===== src/rtl/servant_irq_ctrl_pkg.sv =====
// servant_irq_ctrl_pkg: shared state encoding and id-width helper for the interrupt controller
package servant_irq_ctrl_pkg;
  typedef enum logic [1:0] {S_IDLE = 2'd0, S_REQ = 2'd1, S_SERVICE = 2'd2} state_e;
  function automatic int idw(input int n);
    return n > 1 ? $clog2(n) : 1;
  endfunction
endpackage


===== src/rtl/servant_irq_sync.sv =====
// servant_irq_sync: one channel synchroniser, rising-edge detect and pending latch
module servant_irq_sync #(
  parameter bit EDGE     = 1'b0,
  parameter int SYNC_STG = 2
) (
  input  logic clk_i,
  input  logic rst_ni,
  input  logic irq_i,
  input  logic clr_i,
  output logic pend_o
);
  logic [SYNC_STG-1:0] sync_q;
  logic s_lvl, s_q, pend_q;
  assign s_lvl  = sync_q[SYNC_STG-1];
  assign pend_o = EDGE ? pend_q : s_lvl;
  // a new edge in the same cycle as a take keeps the channel pending
  always_ff @(posedge clk_i or negedge rst_ni) begin
    if (!rst_ni) begin
      sync_q <= '0;
      s_q    <= 1'b0;
      pend_q <= 1'b0;
    end else begin
      sync_q <= {sync_q[SYNC_STG-2:0], irq_i};
      s_q    <= s_lvl;
      pend_q <= (s_lvl & ~s_q) | (pend_q & ~clr_i);
    end
  end
endmodule


===== src/rtl/servant_irq_ctrl.sv =====
// servant_irq_ctrl: N-channel interrupt front end with fixed-priority grant, cpu handshake,
// taken-channel id and request-to-take latency reporting
module servant_irq_ctrl
  import servant_irq_ctrl_pkg::*;
#(
  parameter int                 NUM_IRQ   = 4,
  parameter logic [NUM_IRQ-1:0] EDGE_MASK = '0,
  parameter int                 SYNC_STG  = 2,
  parameter int                 LAT_W     = 16
) (
  input  logic                     wb_clk,
  input  logic                     wb_rst_n,
  input  logic [NUM_IRQ-1:0]       i_irq,
  input  logic [NUM_IRQ-1:0]       i_mask,
  input  logic                     i_new_irq,
  input  logic                     i_mret,
  output logic                     o_ext_irq,
  output logic [idw(NUM_IRQ)-1:0]  o_irq_id,
  output logic [NUM_IRQ-1:0]       o_pending,
  output logic [LAT_W-1:0]         o_latency,
  output logic                     o_latency_vld,
  output logic                     o_spurious
);
  localparam int IDW = idw(NUM_IRQ);
  localparam logic [LAT_W-1:0] LAT_MAX = '1;
  logic [NUM_IRQ-1:0] pend, mask_q;
  logic [IDW-1:0]     win;
  logic [LAT_W-1:0]   cnt_q;
  state_e             state_q;
  logic               take;
  assign take      = state_q == S_REQ && i_new_irq;
  assign o_pending = pend & mask_q;
  for (genvar i = 0; i < NUM_IRQ; i++) begin : g_ch
    servant_irq_sync #(.EDGE(EDGE_MASK[i]), .SYNC_STG(SYNC_STG)) u_sync (
      .clk_i  (wb_clk),
      .rst_ni (wb_rst_n),
      .irq_i  (i_irq[i]),
      .clr_i  (take && o_irq_id == IDW'(i)),
      .pend_o (pend[i])
    );
  end
  always_comb begin
    win = '0;
    for (int i = NUM_IRQ - 1; i >= 0; i--) win = o_pending[i] ? IDW'(i) : win;
  end
  // mask is registered so o_pending depends on flops only
  always_ff @(posedge wb_clk or negedge wb_rst_n) begin
    if (!wb_rst_n) begin
      state_q       <= S_IDLE;
      mask_q        <= '0;
      cnt_q         <= '0;
      o_ext_irq     <= 1'b0;
      o_irq_id      <= '0;
      o_latency     <= '0;
      o_latency_vld <= 1'b0;
      o_spurious    <= 1'b0;
    end else begin
      mask_q        <= i_mask;
      o_latency_vld <= 1'b0;
      o_spurious    <= (i_new_irq && state_q != S_REQ) || (i_mret && state_q != S_SERVICE);
      case (state_q)
        S_IDLE: if (|o_pending) begin
          state_q   <= S_REQ;
          o_irq_id  <= win;
          o_ext_irq <= 1'b1;
          cnt_q     <= '0;
        end
        S_REQ: if (i_new_irq) begin
          state_q       <= S_SERVICE;
          o_ext_irq     <= 1'b0;
          o_latency     <= cnt_q == LAT_MAX ? LAT_MAX : cnt_q + 1'b1;
          o_latency_vld <= 1'b1;
        end else if (!o_pending[o_irq_id]) begin
          state_q   <= S_IDLE;
          o_ext_irq <= 1'b0;
        end else begin
          cnt_q <= cnt_q == LAT_MAX ? LAT_MAX : cnt_q + 1'b1;
        end
        S_SERVICE: if (i_mret) state_q <= S_IDLE;
        default: state_q <= S_IDLE;
      endcase
    end
  end
endmodule


===== config.mk =====
export PLATFORM = sky130hd
export DESIGN_NAME = servant_irq_ctrl
export DESIGN_NICKNAME = d
export VERILOG_FILES = /design/src/rtl/servant_irq_ctrl_pkg.sv /design/src/rtl/servant_irq_sync.sv /design/src/rtl/servant_irq_ctrl.sv
export SDC_FILE = /design/constraint.sdc
export NUM_CORES = 1
export LEC_CHECK = 0
export CAP_MARGIN = 20
export CORE_MARGIN = 2
export CORE_UTILIZATION = 38
export DETAILED_ROUTE_END_ITERATION = 16
export GPL_ROUTABILITY_DRIVEN = 0
export SLEW_MARGIN = 20
export SYNTH_ARGS = -nofsm -noshare
export SYNTH_HDL_FRONTEND = slang
export SYNTH_SLANG_ARGS = --single-unit

===== constraint.sdc =====
create_clock -name wb_clk -period 3.3 [get_ports wb_clk]
set_clock_uncertainty 0.2 [all_clocks]
set_input_delay 0.495 -clock wb_clk [delete_from_list [all_inputs] [get_ports wb_clk]]
set_output_delay 0.495 -clock wb_clk [all_outputs]
set_load 0.01 [all_outputs]

=== Word level (Yosys, flattened, before mapping) ===
Index checks and enable logic that the tools add are counted.

* Register bits: 51
* Bits of input ports: 12
* Output and inout bits: 25
* Logic and storage cells: 58

* Add/subtract/negate cells: 1
* Magnitude comparators: 1
* Equality and inequality tests: 10
* Mux-type cells: 22
* Bitwise logic cells: 1
* Reduce and logical (&&, ||, !) cells: 11

{| class="wikitable"
|+ Operators with widths
! kind !! number
|-
| two-way mux 16 bit || 4
|-
| one-hot mux 16 bit (2 select lines) || 1
|-
| adder 16 x 1 -> 16 bit, second input constant || 1
|-
| equality test 16 bit, second input constant || 1
|-
| two-way mux 2 bit || 8
|-
| inequality test 2 bit, second input constant || 4
|-
| two-way mux 1 bit || 6
|-
| one-hot mux 2 bit (3 select lines) || 1
|-
| AND reduction 3 bit || 2
|-
| bitwise AND 4 bit || 1
|-
| inequality test 2 x 1 -> 1 bit, second input constant || 2
|-
| AND reduction 2 bit || 2
|-
| AND reduction 4 bit || 1
|-
| OR reduction 4 bit || 1
|-
| < comparator 2 x 3 -> 1 bit, second input constant || 1
|-
| inequality test 3 bit, second input constant || 1
|-
| binary-select mux 1 bit (select 2 bit) || 1
|-
| equality test 2 x 1 -> 1 bit, second input constant || 1
|-
| equality test 2 bit, second input constant || 1
|-
| logical AND 1 bit || 2
|-
| zero test 2 bit || 1
|-
| one-hot mux 1 bit (2 select lines) || 1
|-
| nonzero test 2 bit || 1
|-
| logical OR 1 bit || 1
|}

=== Depth between registers and ports, before layout ===
Gate-level depths: netlist of the first run.

* Depth in word-level cells: 6
* Gate-level depth with buffers: 7
* Mapped depth without buffers: 6

=== Hierarchy ===
From an unflattened synthesis of the first run, not the netlist that was laid out.

* Cell total of the unflattened synthesis: 234
* Area, all modules: 2,503.7 um^2

{| class="wikitable"
|+ Modules (own cells, without submodules)
! module !! instances !! cells an instance !! area each (um^2)
|-
| servant_irq_ctrl || 1 || 226 || 2,303.5
|-
| servant_irq_sync || 4 || 2 || 50.0
|}

=== Least setup slack after synthesis of the first run ===
No wires, ideal clock.

* Path kind: reg-to-reg
* Start: register cnt_q[0]
* End: register cnt_q[5]
* Setup time: 87 ps
* Data arrival time: 1,639 ps
* Required time: 3,013 ps
* Setup slack: 1,375 ps
* Stages on the path, launching flop included: 6
* Cell sequence: dfrtp_1 -> ha_1 -> nand3_1 -> nor4_2 -> o21ai_0 -> a211oi_2

* Cells in the longest elaborated chain, start to end: 5
* Elaborated cells on any way between the ends: 6
* Classes of those cells: add/sub: 1; eq/ne: 1; mux: 4

{| class="wikitable"
|+ RTL lines
! element !! line !! source
|-
| start, declared || servant_irq_ctrl.sv:28 || <nowiki>logic [LAT_W-1:0] cnt_q;</nowiki>
|-
| start signal, assigned || servant_irq_ctrl.sv:77 || <nowiki>cnt_q <= cnt_q == LAT_MAX ? LAT_MAX : cnt_q + 1'b1;</nowiki>
|-
| adder 16 x 1 -> 16 bit / equality test 16 bit (equally long branches) || servant_irq_ctrl.sv:77 ||
|-
| two-way mux 16 bit (*) || servant_irq_ctrl.sv:77 ||
|-
| two-way mux 16 bit (*) || servant_irq_ctrl.sv:73 || <nowiki>end else if (!o_pending[o_irq_id]) begin</nowiki>
|-
| two-way mux 16 bit (*) || servant_irq_ctrl.sv:68 || <nowiki>S_REQ: if (i_new_irq) begin</nowiki>
|-
| one-hot mux 16 bit (2 select lines) (*) || servant_irq_ctrl.sv:61 || <nowiki>case (state_q)</nowiki>
|}

Every way passes the cells marked *; elsewhere a longest branch is shown, timed or not. The select of a mux whose other input is x is not followed.
A chain may end at the register's enable or synchronous reset.

=== Worst setup path after layout of the first run ===
* Start: register cnt_q[0]
* End: register o_latency[10]

* Cells in the longest elaborated chain, start to end: 2
* Elaborated cells on any way between the ends: 3
* Classes of those cells: add/sub: 1; eq/ne: 1; mux: 1

{| class="wikitable"
|+ RTL lines
! element !! line !! source
|-
| adder 16 x 1 -> 16 bit / equality test 16 bit (equally long branches) || servant_irq_ctrl.sv:71 || <nowiki>o_latency <= cnt_q == LAT_MAX ? LAT_MAX : cnt_q + 1'b1;</nowiki>
|-
| two-way mux 16 bit (*) || servant_irq_ctrl.sv:71 ||
|-
| end signal, assigned || servant_irq_ctrl.sv:71 ||
|-
| end, declared || servant_irq_ctrl.sv:20 || <nowiki>output logic [LAT_W-1:0] o_latency,</nowiki>
|}

Every way passes the cells marked *; elsewhere a longest branch is shown, timed or not.

==> reports/results.txt, run 1 <==
Reg power frac - 0.416
I/O pin cnt - 37
CP required - 3.27 ns
Port Buffers - 36
post-CTS setup buffers - 0
switch share - 0.335
Max-slew headroom - 0.465
Inst Count DP - 334
cells along the critical path - ha_1, nand3_1, nor2_1, and4_1, xnor2_1, a21oi_1
Post-Layout Inst Area - 0.00295 mm2
max incr delay on CP - 0.45 ns
Post-route DRC - 0
mapped cell area - 0.00242 mm2
Pint - 1.42 mW
outcome - finished, final reports clean
largest net degree at the start of global routing - 32
vias in the first global route - 1771
# clock sinks - 51
Final ANT Viol Nets - 0
Fin. Hold Viols - 0
Yosys cell types - 50
synth-to-layout area growth - 22.1%
Post-synth ARST share - 1.00
CTS tree - yes
storage element area - 0.00128 mm2
EDFF count, synth - 0
Worst setup SP type - flip-flop
syn_area_per_cell - 10.6 um2
area of the core - 0.00624 mm2
switching pwr - 0.718 mW
reg2reg setup slack - 1.08 ns
htree depth - 2
share of cells above drive strength 1 - 0.132
DP Wirelength - 3630 um
width of the die - 83.8 um
Critical Path End Type - flip-flop
Clk Latency, worst-skew pair - 0.30 ns
Final Net Count - 278
Max VDD drop - 0.000366 V
clock share of power - 0.204
Peak Freq - 0.450 GHz
Slew Limit Fails - 0
Tcrit/Tclk final - 0.674
worst hold path type - flip-flop to flip-flop
vias - 1875
commonest non-fill, non-tap cell in the layout - dfrtp_1
initial antenna violation count - 0
final setup violating endpoints - 0
RSZ-0062 raised after global routing - false
Tmin final - 2.22 ns
pre-CTS WS - 1.00 ns
routed vias/inst - 5.47
Syn Nets - 241
synth warn - 0
Die Height - 83.8 um
DIE AREA - 0.00702 mm2
max_cap viols - 0
class of the most critical setup path - flip-flop to flip-flop
post-DR wirelength/cell - 15.3 um
drt pass-1 iters - 4
pin slew with the least headroom to its limit - 0.802 ns
FP Rows - 29
PnR worst setup slack - 1.08 ns
slowest cell on the critical path - dfrtp_1
Placed Instance Area - 0.00283 mm2
Reg2Reg Depth - 6
#FFs+latches synth - 51
DRT iter0 DRCs - 158
# diodes - 0
P per Cell Area - 725 mW/mm2
clock transition at the registers of the reported paths - 0.09 ns
Num CTS Buffers - 5
Combinational Power Share - 0.380
Post-Route WL - 5250 um
starting density of the core - 0.388
Pwr Total - 2.14 mW
multi-input logic area - 0.00106 mm2
clock root buffer - clkbuf_8
Synth Flop Type - dfrtp_1
WHS Path Cells - 0
commonest non-fill, non-tap cells in the layout - 51 x dfrtp_1, 35 x clkdlybuf4s50_1, 26 x a21oi_1, 25 x nor2_1, 14 x o21ai_0
first-pass GRT wire length - 9000 um
Worst EP arrival - 2.19 ns
final std cells w/o fill - 343
global route total overflow - 0
Mapped Cells - 228
Top Metal Used - met4
Filler cells - 590
WL met1 - 2510 um
sequential share of the synthesized area - 0.528
CTS Buffer Depth - 2
Static Leak - 1.17 nW
DR WL met3 - 196 um
GRT Util Overall - 0.159
Met2 Wirelength - 2440 um
TNS Setup - 0 ns
Max FO, Critical Path - 7
-- power groups by stage --
stage                     Clock, mW  Combinational (mW)  Sequential [mW]
after floorplan                   0               0.402            0.942
after global placement            0               0.809            0.901
after detailed placement          0               0.815            0.904
after CTS                     0.447               0.825            0.893
after global routing          0.469               0.896            0.916
final                         0.438               0.813            0.891
-- stage by stage --
| step | hold WS [ns] | utilization |
|---|---|---|
| CTS | 0.157 | 0.473 |
| global route | 0.162 | 0.473 |
| detailed placement | 0.135 | 0.454 |
| global placement | 0.134 | 0.454 |
| floorplan | -0.000591 | - |
| finish | 0.154 | 0.473 |
-- state kept, by name (all words and copies together) (netlist names) --
register            count
state_q                 2
o_latency              16
o_irq_id                2
cnt_q                  16
o_latency_vld           1
o_ext_irq               1
g_ch.u_sync.sync_q      8
mask_q                  4
o_spurious              1
-- routing by layer --
metal,global-route usage,vias to the layer above
met5,0,-
met4,0.0557,0
met3,0.0326,8
met2,0.248,49
met1,0.222,912
li1,-,906
-- worst max-delay path, delay by kind of cell, from the launching register on --
family / cells / cell delay [ns]
AND/OR/NAND/NOR: 3 / 0.94
AO/OA/AOI/OAI: 1 / 0.09
XOR/XNOR: 1 / 0.14
adder cells (fa/ha/maj): 1 / 0.28
flip-flops: 1 / 0.45
-- cell type report --
type / count / share of cell area
tap: 77 / 0.0326
sequential: 51 / 0.432
multi-input combinational: 162 / 0.359
inverter: 5 / 0.00720
timing repair buffer: 40 / 0.131
clock buffer: 5 / 0.0233
clock inverter: 3 / 0.0148
-- synthesized netlist by cell type, types with 2 or more instances --
master	n	share of area
a211oi_2	3	0.016
dfrtp_1	51	0.53
a21oi_1	26	0.054
o21ai_0	14	0.029
buf_4	2	0.0062
a31oi_1	7	0.018
nand4b_1	2	0.0072
nor3_1	6	0.012
and2_1	2	0.0052
o31ai_1	2	0.0062
nand2_2	2	0.0052
nor2_1	25	0.039
xnor2_1	9	0.033
nand4_1	6	0.016
o21a_1	2	0.0062
and4_1	3	0.011
and2_2	2	0.0062
nand3_1	4	0.0083
nand2b_1	2	0.0052
and3_1	4	0.010
buf_2	7	0.014
a311oi_1	4	0.014
xor2_1	2	0.0072
inv_1	3	0.0047
nand2_1	12	0.019
and2_4	2	0.0072
-- logic make-up after synthesis --
logic type      Yosys count  synth area share
simple gates             80             0.187
compound gates           69             0.200
flops                    51             0.528
buf+inv                  15            0.0341
xor+xnor                 11            0.0398
mux                       1           0.00621
fa+ha+maj                 1           0.00517
-- what timing repair did --
item / in CTS / in global routing
endpoints found under the hold margin: 20 / 0
gates resized for setup: 0 / 0
hold buffers: 1 / 0
-- path summary, 6_finish.rpt --
| kind | endpoint | from |
|---|---|---|
| max | o_latency[10] | cnt_q[0] |
| min | g_ch[3].u_sync.sync_q[1] | g_ch[3].u_sync.sync_q[0] |
| max reg2reg | o_latency[10] | cnt_q[0] |
| min reg2reg | g_ch[3].u_sync.sync_q[1] | g_ch[3].u_sync.sync_q[0] |
| max in group asynchronous | cnt_q[4] | wb_rst_n |
| min in group asynchronous | g_ch[2].u_sync.sync_q[0] | wb_rst_n |
Power figures use the tool's default switching activity.
==> run 2, diff against run 1 <==
==> constraint.sdc (replaced) <==
create_clock -name wb_clk -period 2.35 [get_ports wb_clk]
set_clock_uncertainty 0.2 [all_clocks]
set_input_delay 0.3525 -clock wb_clk [delete_from_list [all_inputs] [get_ports wb_clk]]
set_output_delay 0.3525 -clock wb_clk [all_outputs]
set_load 0.01 [all_outputs]
==> run 2 against run 1 <==
Cell count up 1.2%; flip-flop and latch count unchanged; total power up 37%; first-iteration DRC count shrank 24%; combinational power increased by 44%; worst hold slack improved by 0.0045 ns; non-clock buffer count increased by 4; clock power up 16%; sequential share of layout area decreased by 0.33 points; utilization rose by 0.36 points; fmax up 3.6%; critical path type unchanged; critical endpoint is now cnt_q[15].
==> reports/results.txt, run 2 (synthesis results as in run 1) <==
Port Buffers - 36 (unchanged)
Worst setup SP type - flip-flop
largest net degree at the start of global routing - 52 (+63%)
DP Wirelength - 3560 um (-1.9%)
first-pass GRT wire length - 8870 um (-1.5%)
synth-to-layout area growth - 23.1%
CTS tree - yes
Tcrit/Tclk final - 0.914 (+0.240)
Tmin final - 2.15 ns (-0.0767 ns)
global route total overflow - 0 (unchanged)
Largest regs - cnt_q x16, o_latency x16, g_ch.u_sync.sync_q x8
clock transition at the registers of the reported paths - 0.10 ns (about the same)
worst hold path type - flip-flop to flip-flop
Post-Route WL - 5120 um (-2.4%)
routed vias/inst - 5.33 (-2.5%)
DIE AREA - 0.00702 mm2 (unchanged)
PnR worst setup slack - 0.202 ns (-0.873 ns)
starting density of the core - 0.388 (unchanged)
Final Net Count - 282 (+1.4%)
Critical Path End Type - flip-flop
class of the most critical setup path - flip-flop to flip-flop
# diodes - 0 (unchanged)
Static Leak - 1.20 nW (+2.3%)
Num CTS Buffers - 5 (unchanged)
vias in the first global route - 1761 (-0.56%)
post-CTS setup buffers - 0 (unchanged)
Final Core Density - 0.477 (+0.00361)
CP required - 2.35 ns (-0.92 ns)
Final ANT Viol Nets - 0 (unchanged)
final setup violating endpoints - 0 (unchanged)
share of cells above drive strength 1 - 0.156 (+0.0240)
Placed Instance Area - 0.00286 mm2 (+1.1%)
FP Rows - 29 (unchanged)
Slew Limit Fails - 0 (unchanged)
vias - 1849 (-1.4%)
P per Cell Area - 983 mW/mm2 (+36%)
drt pass-1 iters - 4 (unchanged)
DRT iter0 DRCs - 120 (-24%)
commonest non-fill, non-tap cells in the layout - 51 x dfrtp_1, 35 x clkdlybuf4s50_1, 26 x a21oi_1, 24 x nor2_1, 14 x o21ai_0
Max VDD drop - 0.000443 V (+21%)
Worst EP arrival - 2.15 ns (-0.04 ns)
initial antenna violation count - 0 (unchanged)
htree depth - 2 (unchanged)
hold slack - 0.159 ns (+0.00446 ns)
Post-route DRC - 0 (unchanged)
commonest non-fill, non-tap cell in the layout - dfrtp_1
TNS Setup - 0 ns (unchanged)
Max FO, Critical Path - 8 (+1)
outcome - finished, final reports clean
area of the core - 0.00624 mm2 (unchanged)
# clock sinks - 51 (unchanged)
GRT Util Overall - 0.156 (-0.00302)
Fin. Hold Viols - 0 (unchanged)
post-DR wirelength/cell - 14.8 um (-3.5%)
RSZ-0062 raised after global routing - false
I/O pin cnt - 37 (unchanged)
pin slew with the least headroom to its limit - 0.645 ns (-0.157 ns)
clock root buffer - clkbuf_8
Max-slew headroom - 0.570 (+0.105)
pre-CTS WS - 0.112 ns (-0.890 ns)
Die Height - 83.8 um (unchanged)
width of the die - 83.8 um (unchanged)
Clk Latency, worst-skew pair - 0.31 ns (about the same)
Post-Layout Inst Area - 0.00298 mm2 (+0.76%)
max_cap viols - 0 (unchanged)
Peak Freq - 0.466 GHz (+3.6%)
CTS Buffer Depth - 2 (unchanged)
## run 2: changes by cell type in the layout (fill, tap and decap cells not counted), sizes merged
cell | previous run | this run
bufinv | 1 | 0
inv | 5 | 6
buf | 4 | 8
## run 2: routing by layer
metal  part of all wire  routed length (um)  GRT usage
met1               0.50                2580      0.234
met2               0.45                2330      0.234
met3              0.036                 186     0.0307
met4             0.0061                  31     0.0396
met5                  0                   0          0
## run 2: per-stage QoR
step | std cells | power [mW]
finish | 347 | 2.93
floorplan | 228 | 1.89
global placement | 338 | 2.43
CTS | 347 | 2.96
global route | 347 | 3.13
detailed placement | 338 | 2.44
## run 2: where the power goes
part | total [mW] | switching, mW | internal (mW) | leakage, nW
registers | 1.25 | 0.156 | 1.09 | 0.636
clock network | 0.510 | 0.300 | 0.210 | 0.0483
logic | 1.17 | 0.552 | 0.617 | 0.515
total | 2.93 | 1.01 | 1.92 | 1.20
## run 2: area by class of cell
type / instances / area [um2]
clock buffer: 5 / 68.8
clock inverter: 3 / 18.8
fill: 587 / 3260
inverter: 5 / 21.3
multi-input combinational: 162 / 1080
sequential: 51 / 1280
tap: 77 / 96.3
timing repair buffer: 44 / 418
## run 2: path summary, 6_finish.rpt
| check | to | start | cells after the start | slack (ns) |
|---|---|---|---|---|
| min in group asynchronous | mask_q[2] | wb_rst_n | 3 | 0.50 |
| setup / recovery | cnt_q[15] | cnt_q[0] | 6 | 0.20 |
| setup reg to reg | cnt_q[15] | cnt_q[0] | 6 | 0.20 |
| hold / removal | g_ch[1].u_sync.sync_q[1] | g_ch[1].u_sync.sync_q[0] | 0 | 0.16 |
| hold reg to reg | g_ch[1].u_sync.sync_q[1] | g_ch[1].u_sync.sync_q[0] | 0 | 0.16 |
| max in group asynchronous | cnt_q[14] | wb_rst_n | 3 | 1.01 |
## run 2: worst max-delay path, cell delays in order, from the launching register on
cell and delay (ns):
dfrtp_1 0.46, ha_1 0.29, nand3_2 0.18, nor3_4 0.27, nand2_2 0.18, and2_4 0.20
a311oi_1 0.27
## run 2: what timing repair did
action / in CTS / in global routing
resized for setup: 0 / 4
hold buffers: 1 / 0
setup endpoints to repair: 0 / 12
endpoints found under the hold margin: 51 / 0
